[config.mk]
export PLATFORM = sky130hd
export DESIGN_NAME = led_matrix_scanner
export DESIGN_NICKNAME = d
export VERILOG_FILES = /design/src/rtl/led_matrix_scanner.sv
export SDC_FILE = /design/constraint.sdc
export NUM_CORES = 1
export LEC_CHECK = 0
export CAP_MARGIN = 20
export CORE_MARGIN = 2
export CORE_UTILIZATION = 40
export CTS_CLUSTER_SIZE = 10
export DETAILED_ROUTE_END_ITERATION = 6
export GPL_TIMING_DRIVEN = 0
export PLACE_DENSITY_LB_ADDON = 0.1
export RECOVER_POWER = 100
export SYNTH_ARGS = -nofsm -noshare
export SYNTH_HDL_FRONTEND = slang
export SYNTH_SLANG_ARGS = --single-unit
[constraint.sdc]
create_clock -name CLK -period 2.6 [get_ports CLK]
set_clock_uncertainty 0.1 [all_clocks]
set_input_delay 0.52 -clock CLK [delete_from_list [all_inputs] [get_ports CLK]]
set_output_delay 0.52 -clock CLK [all_outputs]
set_load 0.01 [all_outputs]
[src/rtl/led_matrix_scanner.sv]
// led_matrix_scanner
//   Time-multiplexes a 16x16 red/green LED board one row at a time. Each row
//   gets a blanking gap before it is lit, which prevents ghosting. Both pixel
//   frames are captured into shadow registers at every frame start, so a frame
//   never tears part-way through a scan.
//
// Ports
//   CLK        in   system clock, rising edge
//   RST        in   synchronous active-high reset
//   EN         in   scan enable; low forces the display dark
//   RedPixels  in   [15:0][15:0] red frame,   [row][col]
//   GrnPixels  in   [15:0][15:0] green frame, [row][col]
//   RowSink    out  one-hot row select (bit r = row r)
//   RedDriver  out  red column drive for the selected row
//   GrnDriver  out  green column drive for the selected row
//   RowIdx     out  row currently in BLANK or DRIVE
//   FrameStart out  one-cycle pulse on the first BLANK cycle of row 0
module led_matrix_scanner #(
    parameter int ROW_CYCLES   = 1024,
    parameter int BLANK_CYCLES = 16
) (
    input  logic               CLK,
    input  logic               RST,
    input  logic               EN,
    input  logic [15:0][15:0]  RedPixels,
    input  logic [15:0][15:0]  GrnPixels,
    output logic [15:0]        RowSink,
    output logic [15:0]        RedDriver,
    output logic [15:0]        GrnDriver,
    output logic [3:0]         RowIdx,
    output logic               FrameStart
);

    localparam int MAXC = (ROW_CYCLES > BLANK_CYCLES) ? ROW_CYCLES : BLANK_CYCLES;
    localparam int CW   = $clog2(MAXC + 1);
    localparam logic [CW-1:0] BLANK_LAST = CW'(BLANK_CYCLES - 1);
    localparam logic [CW-1:0] ROW_LAST   = CW'(ROW_CYCLES - 1);

    typedef enum logic [1:0] {IDLE, BLANK, DRIVE} state_t;

    state_t              state_q, state_d;
    logic [CW-1:0]       cnt_q, cnt_d;
    logic [3:0]          row_q, row_d;
    logic [15:0][15:0]   shadow_red_q, shadow_red_d;
    logic [15:0][15:0]   shadow_grn_q, shadow_grn_d;
    logic [15:0]         sink_q, sink_d;
    logic [15:0]         red_q, red_d;
    logic [15:0]         grn_q, grn_d;
    logic                fs_q, fs_d;

    // Next-state, counter, row and shadow-load logic
    always_comb begin
        state_d      = state_q;
        cnt_d        = cnt_q;
        row_d        = row_q;
        shadow_red_d = shadow_red_q;
        shadow_grn_d = shadow_grn_q;

        unique case (state_q)
            IDLE: begin
                row_d = '0;
                cnt_d = '0;
                if (EN) begin
                    state_d      = BLANK;
                    shadow_red_d = RedPixels;
                    shadow_grn_d = GrnPixels;
                end
            end
            BLANK: begin
                if (!EN) begin
                    state_d = IDLE;
                    row_d   = '0;
                    cnt_d   = '0;
                end else if (cnt_q == BLANK_LAST) begin
                    state_d = DRIVE;
                    cnt_d   = '0;
                end else begin
                    cnt_d = cnt_q + CW'(1);
                end
            end
            DRIVE: begin
                if (!EN) begin
                    state_d = IDLE;
                    row_d   = '0;
                    cnt_d   = '0;
                end else if (cnt_q == ROW_LAST) begin
                    state_d = BLANK;
                    cnt_d   = '0;
                    row_d   = row_q + 4'd1;
                    // Leaving row 15 starts a new frame: take a fresh snapshot.
                    if (row_q == 4'd15) begin
                        shadow_red_d = RedPixels;
                        shadow_grn_d = GrnPixels;
                    end
                end else begin
                    cnt_d = cnt_q + CW'(1);
                end
            end
            default: begin
                state_d = IDLE;
                row_d   = '0;
                cnt_d   = '0;
            end
        endcase
    end

    // Outputs are computed from the next state so that the registered outputs
    // line up with the state they describe. Shadows never change on the edge
    // that enters DRIVE, so indexing the current shadow is safe here.
    always_comb begin
        sink_d = '0;
        red_d  = '0;
        grn_d  = '0;
        fs_d   = 1'b0;
        if (state_d == DRIVE) begin
            sink_d = 16'h0001 << row_d;
            red_d  = shadow_red_q[row_d];
            grn_d  = shadow_grn_q[row_d];
        end
        if (state_d == BLANK && state_q != BLANK && row_d == 4'd0)
            fs_d = 1'b1;
    end

    always_ff @(posedge CLK) begin
        if (RST) begin
            state_q      <= IDLE;
            cnt_q        <= '0;
            row_q        <= '0;
            shadow_red_q <= '0;
            shadow_grn_q <= '0;
            sink_q       <= '0;
            red_q        <= '0;
            grn_q        <= '0;
            fs_q         <= 1'b0;
        end else begin
            state_q      <= state_d;
            cnt_q        <= cnt_d;
            row_q        <= row_d;
            shadow_red_q <= shadow_red_d;
            shadow_grn_q <= shadow_grn_d;
            sink_q       <= sink_d;
            red_q        <= red_d;
            grn_q        <= grn_d;
            fs_q         <= fs_d;
        end
    end

    assign RowSink    = sink_q;
    assign RedDriver  = red_q;
    assign GrnDriver  = grn_q;
    assign RowIdx     = row_q;
    assign FrameStart = fs_q;

endmodule

# Yosys cells after proc, flatten, opt, wreduce, memory -nomap -nowiden
# Index checks and enable logic that the tools add are counted.
[totals] reg_bits=578 out_inout_bits=53
[op_classes] addsub=2 n_lt_le_gt_ge=1 n_eq_ne=12 shifts=1 muxes=30 n_bitwise=1 n_reduce_logical=7
[op_table] op="$mux 256" n=8
[op_table] op="$pmux 256 s2" n=2
[op_table] op="$bmux 16 s4" n=2
[op_table] op="$mux 11" n=4
[op_table] op="$mux 16" n=2
[op_table] op="$pmux 11 s2" n=1
[op_table] op="$shl 1x4->16 const A" n=1
[op_table] op="$mux 4" n=3
[op_table] op="$add 11x1->11 const B" n=1
[op_table] op="$eq 11x10->1 const B" n=1
[op_table] op="$eq 11x4->1 const B" n=1
[op_table] op="$mux 2" n=5
[op_table] op="$ne 2x2->1 const B" n=4
[op_table] op="$pmux 4 s2" n=1
[op_table] op="$pmux 2 s3" n=1
[op_table] op="$lt 4x5->1 const B" n=1
[op_table] op="$reduce_and 5->1" n=1
[op_table] op="$add 4x1->4 const B" n=1
[op_table] op="$eq 2x1->1 const B" n=2
[op_table] op="$eq 2x2->1 const B" n=2
[op_table] op="$eq 4x4->1 const B" n=1
[op_table] op="$logic_not 4->1" n=1
[op_table] op="$logic_and 1x1->1" n=2
[op_table] op="$logic_not 2->1" n=1
[op_table] op="5 further kinds" n=5

# Longest topological paths before layout
# Gate-level depths: netlist of run 1.
[logic_depth] depth_word=8 depth_mapped=13 mapped_depth_nobuf=9

# Worst setup path before layout of run 1
# OpenSTA, ideal clock, no wires.
[synth_path] path_kind="reg2reg" start="register state_q[1]" end="register grn_q[3], in the netlist GrnDriver[3]" setup_ns=0.134 arrival_time_ns=2.599 setup_slack_ns=-0.233 stages_incl_launch_ff=12 n_path_buf=2 period_less_slack_ns=2.833 cell_sequence="dfxtp_1 > inv_1 > ha_1 > buf_2 > and4bb_2 > nor2b_1 > o31ai_1 > buf_2 > mux2_2 > a222oi_1 > nor2_1 > or4_1"
[synth_between] elab_chain_cells=6
[synth_rtl] item="start: declaration" line="41" source="state_t state_q, state_d;"
[synth_rtl] item="start signal: assignment" line="136" source="state_q <= state_d;"
[synth_rtl] item="branches (longest 6 deep; another with $bmux 16 s4)"
[synth_rtl] item="end signal: assignment" line="143" source="grn_q <= grn_d;"
[synth_rtl] item="end: declaration" line="48" source="logic [15:0] grn_q, grn_d;"
# Parallel ways; which one is timed is not known. The select of a mux whose other input is x is not followed.
# A chain may end at the register's enable or synchronous reset.

# Worst setup path after layout of run 1
[layout_path] start="register cnt_q[1]" end="register grn_q[8], in the netlist GrnDriver[8]"
[layout_between] elab_chain_cells=7
[layout_rtl] item="start: declaration" line="42" source="logic [CW-1:0] cnt_q, cnt_d;"
[layout_rtl] item="start signal: assignment" line="137" source="cnt_q <= cnt_d;"
[layout_rtl] item="branches (longest 7 deep; another with $bmux 16 s4)"
# Parallel ways; which one is timed is not known. The select of a mux whose other input is x is not followed.

==> flow_summary.yaml, run 1 <==
global_routing:
  overflow: 0
  grt_max_degree: 20
  grt_util_all_layers: 0.387
  antenna_found_initial: 8
  grt_pass1_vias: 25700
  grt_pass1_wl_mm: 174
synthesis:
  synthCells: 3091
  syn_area_mm2: 0.0240
  yosysSeqAreaShare: 0.483
  ys.flop_type: "dfxtp_1"
  synthArstFlopShare: 0
  avgSynthCellArea_um2: 7.76
  synth_edf_count: 0
  ys_warn_count: 0
  synth_cell_types: 72
  ys_ff_latch: 578
  syn-num-nets: 3612
route:
  drt-total-wl_mm: 127
  drc_errors: 1
  viasPerCell: 5.76
  firstDrtPassIters: 7
  drtIter0Drc: 3480
  final_antenna_net_count: 0
  wire_per_inst_um: 27.2
  vias: 27000
sta:
  fin_crit_sh: 1.29
  rsz0062_at_grt: "true"
  timing.final.ws_setup_ns: -0.745
  min_period_ns: 3.35
  worst_pin_slew_ns: 1.01
  relSlewSlack: 0.327
  fmax_mhz: 299
  hold_violations: 0
  slew_violations: 0
  setup_viol: 58
status:
  violations: "design-rule violations, negative setup slack"
  outcome: "finished with violations"
power_and_ir_drop:
  switching_share: 0.263
  p_total_mw: 21.4
  p_int_mw: 15.8
  share_seq_of_total_power: 0.453
  power.switching_mw: 5.64
  power.leakage_nw: 14.3
  combPwrFrac: 0.134
  peakVddDrop_mv: 0.451
  clockPowerShare: 0.412
  p_per_area_mw_per_mm2: 578
setup_path:
  ff2ff_setup_slack_ns: -0.75
  r2r_end: "GrnDriver[8]"
  reg2reg_from: "cnt_q[1]"
  rr_worst_depth: 9
  crit_arrival_ns: 3.74
  critPathMaxFanout: 8
  crit_type: "reg -> reg"
  startpoint_type: "flip-flop"
  end_kind: "flip-flop"
  required_ns: 2.99
cells_and_area:
  fin_util: 0.627
  drive_above_1_share: 0.176
  finalNetCount: 4409
  fillerInstances: 5338
  final_area_mm2: 0.0371
  area_delta_synth_final_pct: 54.7
placement:
  hpwl_mm: 91.1
  dpl_cell_area_mm2: 0.0307
  io_buffers: 565
  gp_congestion: 0.975
floorplan:
  core_mm2: 0.0591
  ios: 568
  die_w_um: 249
  num_rows: 89
  die_area_mm2: 0.0619
  initial_utilization: 0.405
  die_h_um: 249
clocking:
  cts-root-buf: "clkbuf_16"
  clk_latency_ns: 0.62
  clk_pin_slew_worst_paths_ns: 0.06
  numCtsBuffers: 69
  holdBufCountCts: 0
  htree_levels: 3
  cts.sinks: 578
  cts_max_path_buffers: 3
  cts_tree: "built"
hold_path:
  hold_depth: 3
  hold_start: "RedPixels[247]"
  hold_path_class: "in -> reg"
  hold_end: "shadow_red_q[247]"
job:
  cap_violations: 0
-- cells by family after synthesis --
kind of cell,count (synthesis),share of synthesized area
AO/OA/AOI/OAI,776,0.190
XOR/XNOR,8,0.00292
adder cells (fa/ha/maj),6,0.00313
buffers and inverters,264,0.0474
flip-flops,578,0.483
multiplexers,116,0.0506
AND/OR/NAND/NOR,1343,0.223
-- metrics by stage --
stage,TNS [ns],worst slack (ns),hold slack (ns),instances
after floorplan,-0.391,-0.0699,0.328,3091
after global placement,-517.37,-1.93,0.340,4429
after detailed placement,-532.50,-1.91,0.344,4432
after CTS,-16.11,-0.675,0.339,4613
after global routing,-23.17,-0.727,0.352,4680
final,-20.53,-0.745,0.346,4681
-- worst max-delay path by stage --
| stage | start | end | cells past startpoint |
|---|---|---|---|
| 2_1_floorplan | state_q[1] | GrnDriver[3] | 11 |
| 3_3_place_gp | state_q[1] | GrnDriver[12] | 11 |
| 3_5_place_dp | state_q[1] | GrnDriver[10] | 11 |
| 4_1_cts | state_q[1] | RedDriver[4] | 10 |
| 5_1_grt | cnt_q[1] | GrnDriver[8] | 9 |
| 6_report | cnt_q[1] | GrnDriver[8] | 9 |
-- timing repair --
action,4_1_cts,5_1_grt
resized for setup,494,335
endpoints found under the setup margin,571,562
endpoints found under the hold margin,0,0
pin swaps,69,69
setup buffers,95,64
gates cloned,5,6
-- cells in the mapped netlist, types with 10 or more instances --
| master | instances | area share |
|---|---|---|
| nor2_1 | 51 | 0.0080 |
| mux2i_1 | 74 | 0.031 |
| o221ai_1 | 10 | 0.0037 |
| a211oi_1 | 17 | 0.0053 |
| a2bb2oi_1 | 12 | 0.0044 |
| nand3_1 | 50 | 0.010 |
| o22ai_1 | 21 | 0.0055 |
| a221oi_1 | 12 | 0.0044 |
| dfxtp_1 | 578 | 0.48 |
| clkbuf_1 | 151 | 0.024 |
| a21oi_1 | 564 | 0.12 |
| o21ai_0 | 10 | 0.0021 |
| buf_2 | 92 | 0.019 |
| nand2_1 | 1182 | 0.19 |
| a221o_1 | 11 | 0.0046 |
| a222oi_1 | 20 | 0.0084 |
| a22oi_1 | 11 | 0.0034 |
| mux2_2 | 42 | 0.020 |
-- critical path: stages, from the launching register on --
cell	delay (ns)
dfxtp_2	0.36
ha_4	0.17
nand4_4	0.18
or4_4	0.61
a31oi_4	0.27
nor2_4	0.12
buf_12	0.17
a222oi_1	0.72
o22ai_1	0.19
a211o_1	0.31
-- layout by cell type (no fill, tap or decap), types with 12 or more instances in the layout --
master	n
nand3_1	42
buf_4	141
nor2_1	34
clkbuf_16	82
buf_8	19
a21oi_1	532
mux2_4	14
mux2_2	28
a211oi_1	12
buf_2	18
nand2_2	13
clkdlybuf4s50_1	565
a222oi_1	20
clkbuf_2	17
buf_12	38
a21oi_2	29
clkbuf_1	80
mux2i_1	45
clkbuf_4	15
buf_6	63
dfxtp_1	571
buf_16	12
mux2i_4	18
nand2_1	1164
-- cell type report --
| class | count | area (um^2) | share of cell area |
|---|---|---|---|
| diodes | 2 | 5.00 | 0.000135 |
| plain buffers | 246 | 2300 | 0.0620 |
| clock buffers | 84 | 1880 | 0.0506 |
| clock inverters | 5 | 51.3 | 0.00138 |
| inverters | 9 | 38.8 | 0.00105 |
| multi-input cells | 2250 | 12800 | 0.344 |
| flip-flops and latches | 578 | 11600 | 0.313 |
| well taps | 773 | 967 | 0.0261 |
| repair buffers | 734 | 7490 | 0.202 |
-- flip-flops by register name, summed over array words and instances (netlist names) --
| signal | cells |
|---|---|
| RowSink | 16 |
| GrnDriver | 16 |
| FrameStart | 1 |
| shadow_red_q | 256 |
| state_q | 2 |
| cnt_q | 11 |
| RowIdx | 4 |
| shadow_grn_q | 256 |
| RedDriver | 16 |
-- routing by layer --
layer	vias up	routed length [um]	track usage	share of wire
li1	12000	-	-	-
met2	1796	54900	0.599	0.43
met3	414	14900	0.0984	0.12
met1	12700	48900	0.495	0.38
met4	8	8430	0.210	0.066
met5	-	51	0	0.00040
-- power groups by stage --
stage / combinational (mW) / sequential, mW / clock, mW
after global placement: 2.53 / 9.85 / 0
after CTS: 2.67 / 9.69 / 8.78
after detailed placement: 2.55 / 9.85 / 0
after floorplan: 1.18 / 9.72 / 0
after global routing: 3.06 / 9.75 / 9.14
final: 2.88 / 9.71 / 8.84
Note: power is estimated with default switching activity, not from simulation.
==> run 2: changes to the inputs <==
- SLEW_MARGIN: default -> 0
- clock period: 2.6 -> 3.55 ns (I/O delays scaled with it)
==> run 2 against run 1 <==
The flow finishes with violations (negative setup slack). Largest cell class is now flip-flops and latches. First-iteration DRC count is 16% lower. Clock power is 27% lower. Non-clock buffer count is 148 lower. Sequential share of layout area is 3.6 points higher. Critical path depth stayed put. Cell count is 3.2% lower. Via count is 4.6% lower. Global-route usage is 1.6 points lower. Worst setup slack better by 0.66 ns.
==> flow_summary.yaml, run 2 (synthesis gave the netlist of run 1 again) <==
placement:
  dp_cells: 4438
  gp_congestion: 0.986
  dpl_cell_area_mm2: 0.0307
  io_buffers: 565
  hpwl_mm: 90.7
  dpl_worst_slack_ns: -1.03
sta:
  fmax_mhz: 275
  fin_crit_sh: 1.02
  min_period_ns: 3.63
  timing.final.ws_setup_ns: -0.0846
  setup-tns-final_ns: -0.113
  worst_pin_slew_ns: 1.04
  setup_viol: 2
  rsz0062_at_grt: "false"
  hold_violations: 0
  relSlewSlack: 0.308
  slew_violations: 0
  hold_slack_ns: 0.351
setup_path:
  crit_slowest_cell: "or4_4"
  cpPeakStageDelay_ns: 0.60
  crit_chain: "ha_2 -> nand4_4 -> or4_4 -> a31oi_4 -> buf_2 -> clkbuf_2 -> a22oi_1 -> a21oi_1 -> a211o_1"
  crit_type: "reg -> reg"
  path_buf_inv: 2
  critPathMaxFanout: 10
  crit_arrival_ns: 4.10
  end_kind: "flip-flop"
  rr_worst_depth: 9
  cp_top_family: "compound AO/OA/AOI/OAI gates"
  cp.depth: 9
  required_ns: 4.01
  startpoint_type: "flip-flop"
cells_and_area:
  fillerInstances: 5774
  regArea_mm2: 0.0116
  drive_above_1_share: 0.0828
  fin_util: 0.561
  reg.largest.list: "shadow_grn_q: 256 flops, shadow_red_q: 256 flops"
  final_cells: 4533
  multi_input_area_mm2: 0.0115
  final_area_mm2: 0.0332
  final_common_cell: "nand2_1"
  layout_common_cells: "nand2_1, dfxtp_1, a21oi_1"
  finalNetCount: 4260
  area_delta_synth_final_pct: 38.3
route:
  vias: 25700
  wire_per_inst_um: 26.4
  viasPerCell: 5.67
  firstDrtPassIters: 6
  drc_errors: 0
  final_antenna_net_count: 0
  drt-total-wl_mm: 120
  drtIter0Drc: 2939
clocking:
  holdBufCountCts: 0
  numCtsBuffers: 69
  cts_tree: "built"
  clk_pin_slew_worst_paths_ns: 0.06
  htree_levels: 3
  cts-root-buf: "clkbuf_16"
  clk_latency_ns: 0.61
  cts.sinks: 578
  cts_max_path_buffers: 3
status:
  violations: "negative setup slack"
  outcome: "finished with violations"
global_routing:
  antenna_found_initial: 3
  grt_util_all_layers: 0.371
  grt_max_degree: 14
  grt_pass1_vias: 24400
  grt_pass1_wl_mm: 167
  overflow: 0
power_and_ir_drop:
  power.leakage_nw: 12.9
  peakVddDrop_mv: 0.291
  p_total_mw: 15.4
  p_per_area_mw_per_mm2: 464
floorplan:
  core_mm2: 0.0591
  die_area_mm2: 0.0619
  initial_utilization: 0.405
  ios: 568
  die_h_um: 249
  die_w_um: 249
  num_rows: 89
job:
  cap_violations: 0
hold_path:
  hold_path_class: "reg -> reg"
  hold_depth: 2
## run 2: changes by cell type in the layout (fill, tap and decap cells not counted), sizes merged, moves of 31 or more
cell	previous run	this run
buf	292	112
clkbuf	205	236
dlygate4sd3	0	53
clkdlybuf4s50	565	512
## run 2: worst reg2reg max path, stage by stage, from the launching register on
cell and delay, ns:
dfxtp_1 0.38, ha_2 0.26, nand4_4 0.21, or4_4 0.60
a31oi_4 0.24, buf_2 0.39, clkbuf_2 0.53, a22oi_1 0.21
a21oi_1 0.50, a211o_1 0.18
## run 2: final timing paths
path,start,to,slack [ns]
max,cnt_q[0],RedDriver[2],-0.08
min,shadow_red_q[190],shadow_red_q[190],0.35
max reg2reg,cnt_q[0],RedDriver[2],-0.08
min reg2reg,shadow_red_q[190],shadow_red_q[190],0.35
## run 2: layout make-up
class | count | area share
antenna | 3 | 0.000226
sequential | 578 | 0.349
buffer | 252 | 0.0410
tap | 773 | 0.0292
multi-input combinational | 2249 | 0.346
timing repair buffer | 580 | 0.176
clock inverter | 6 | 0.00170
clock buffer | 83 | 0.0559
inverter | 9 | 0.00102
## run 2: routing by layer
metal | global-route usage | routed length, um | vias up
li1 | - | - | 11700
met1 | 0.488 | 47800 | 12100
met2 | 0.586 | 52900 | 1563
met3 | 0.0880 | 13200 | 269
met4 | 0.150 | 5660 | 4
met5 | 0 | 27 | -
## run 2: where the power goes
part / switching (mW) / total [mW] / internal, mW / leakage [nW]
Clock: 2.76 / 6.41 / 3.65 / 0.935
Sequential: 0.235 / 7.09 / 6.86 / 4.74
Combinational: 0.996 / 1.88 / 0.886 / 7.21
Total: 3.99 / 15.4 / 11.4 / 12.9
## run 2: what timing repair did
| item | 4_1_cts | 5_1_grt |
|---|---|---|
| pin swaps | 5 | 9 |
| resized for setup | 115 | 46 |
| setup buffers | 5 | 2 |
| setup endpoints to repair | 355 | 390 |
| endpoints found under the hold margin | 0 | 0 |
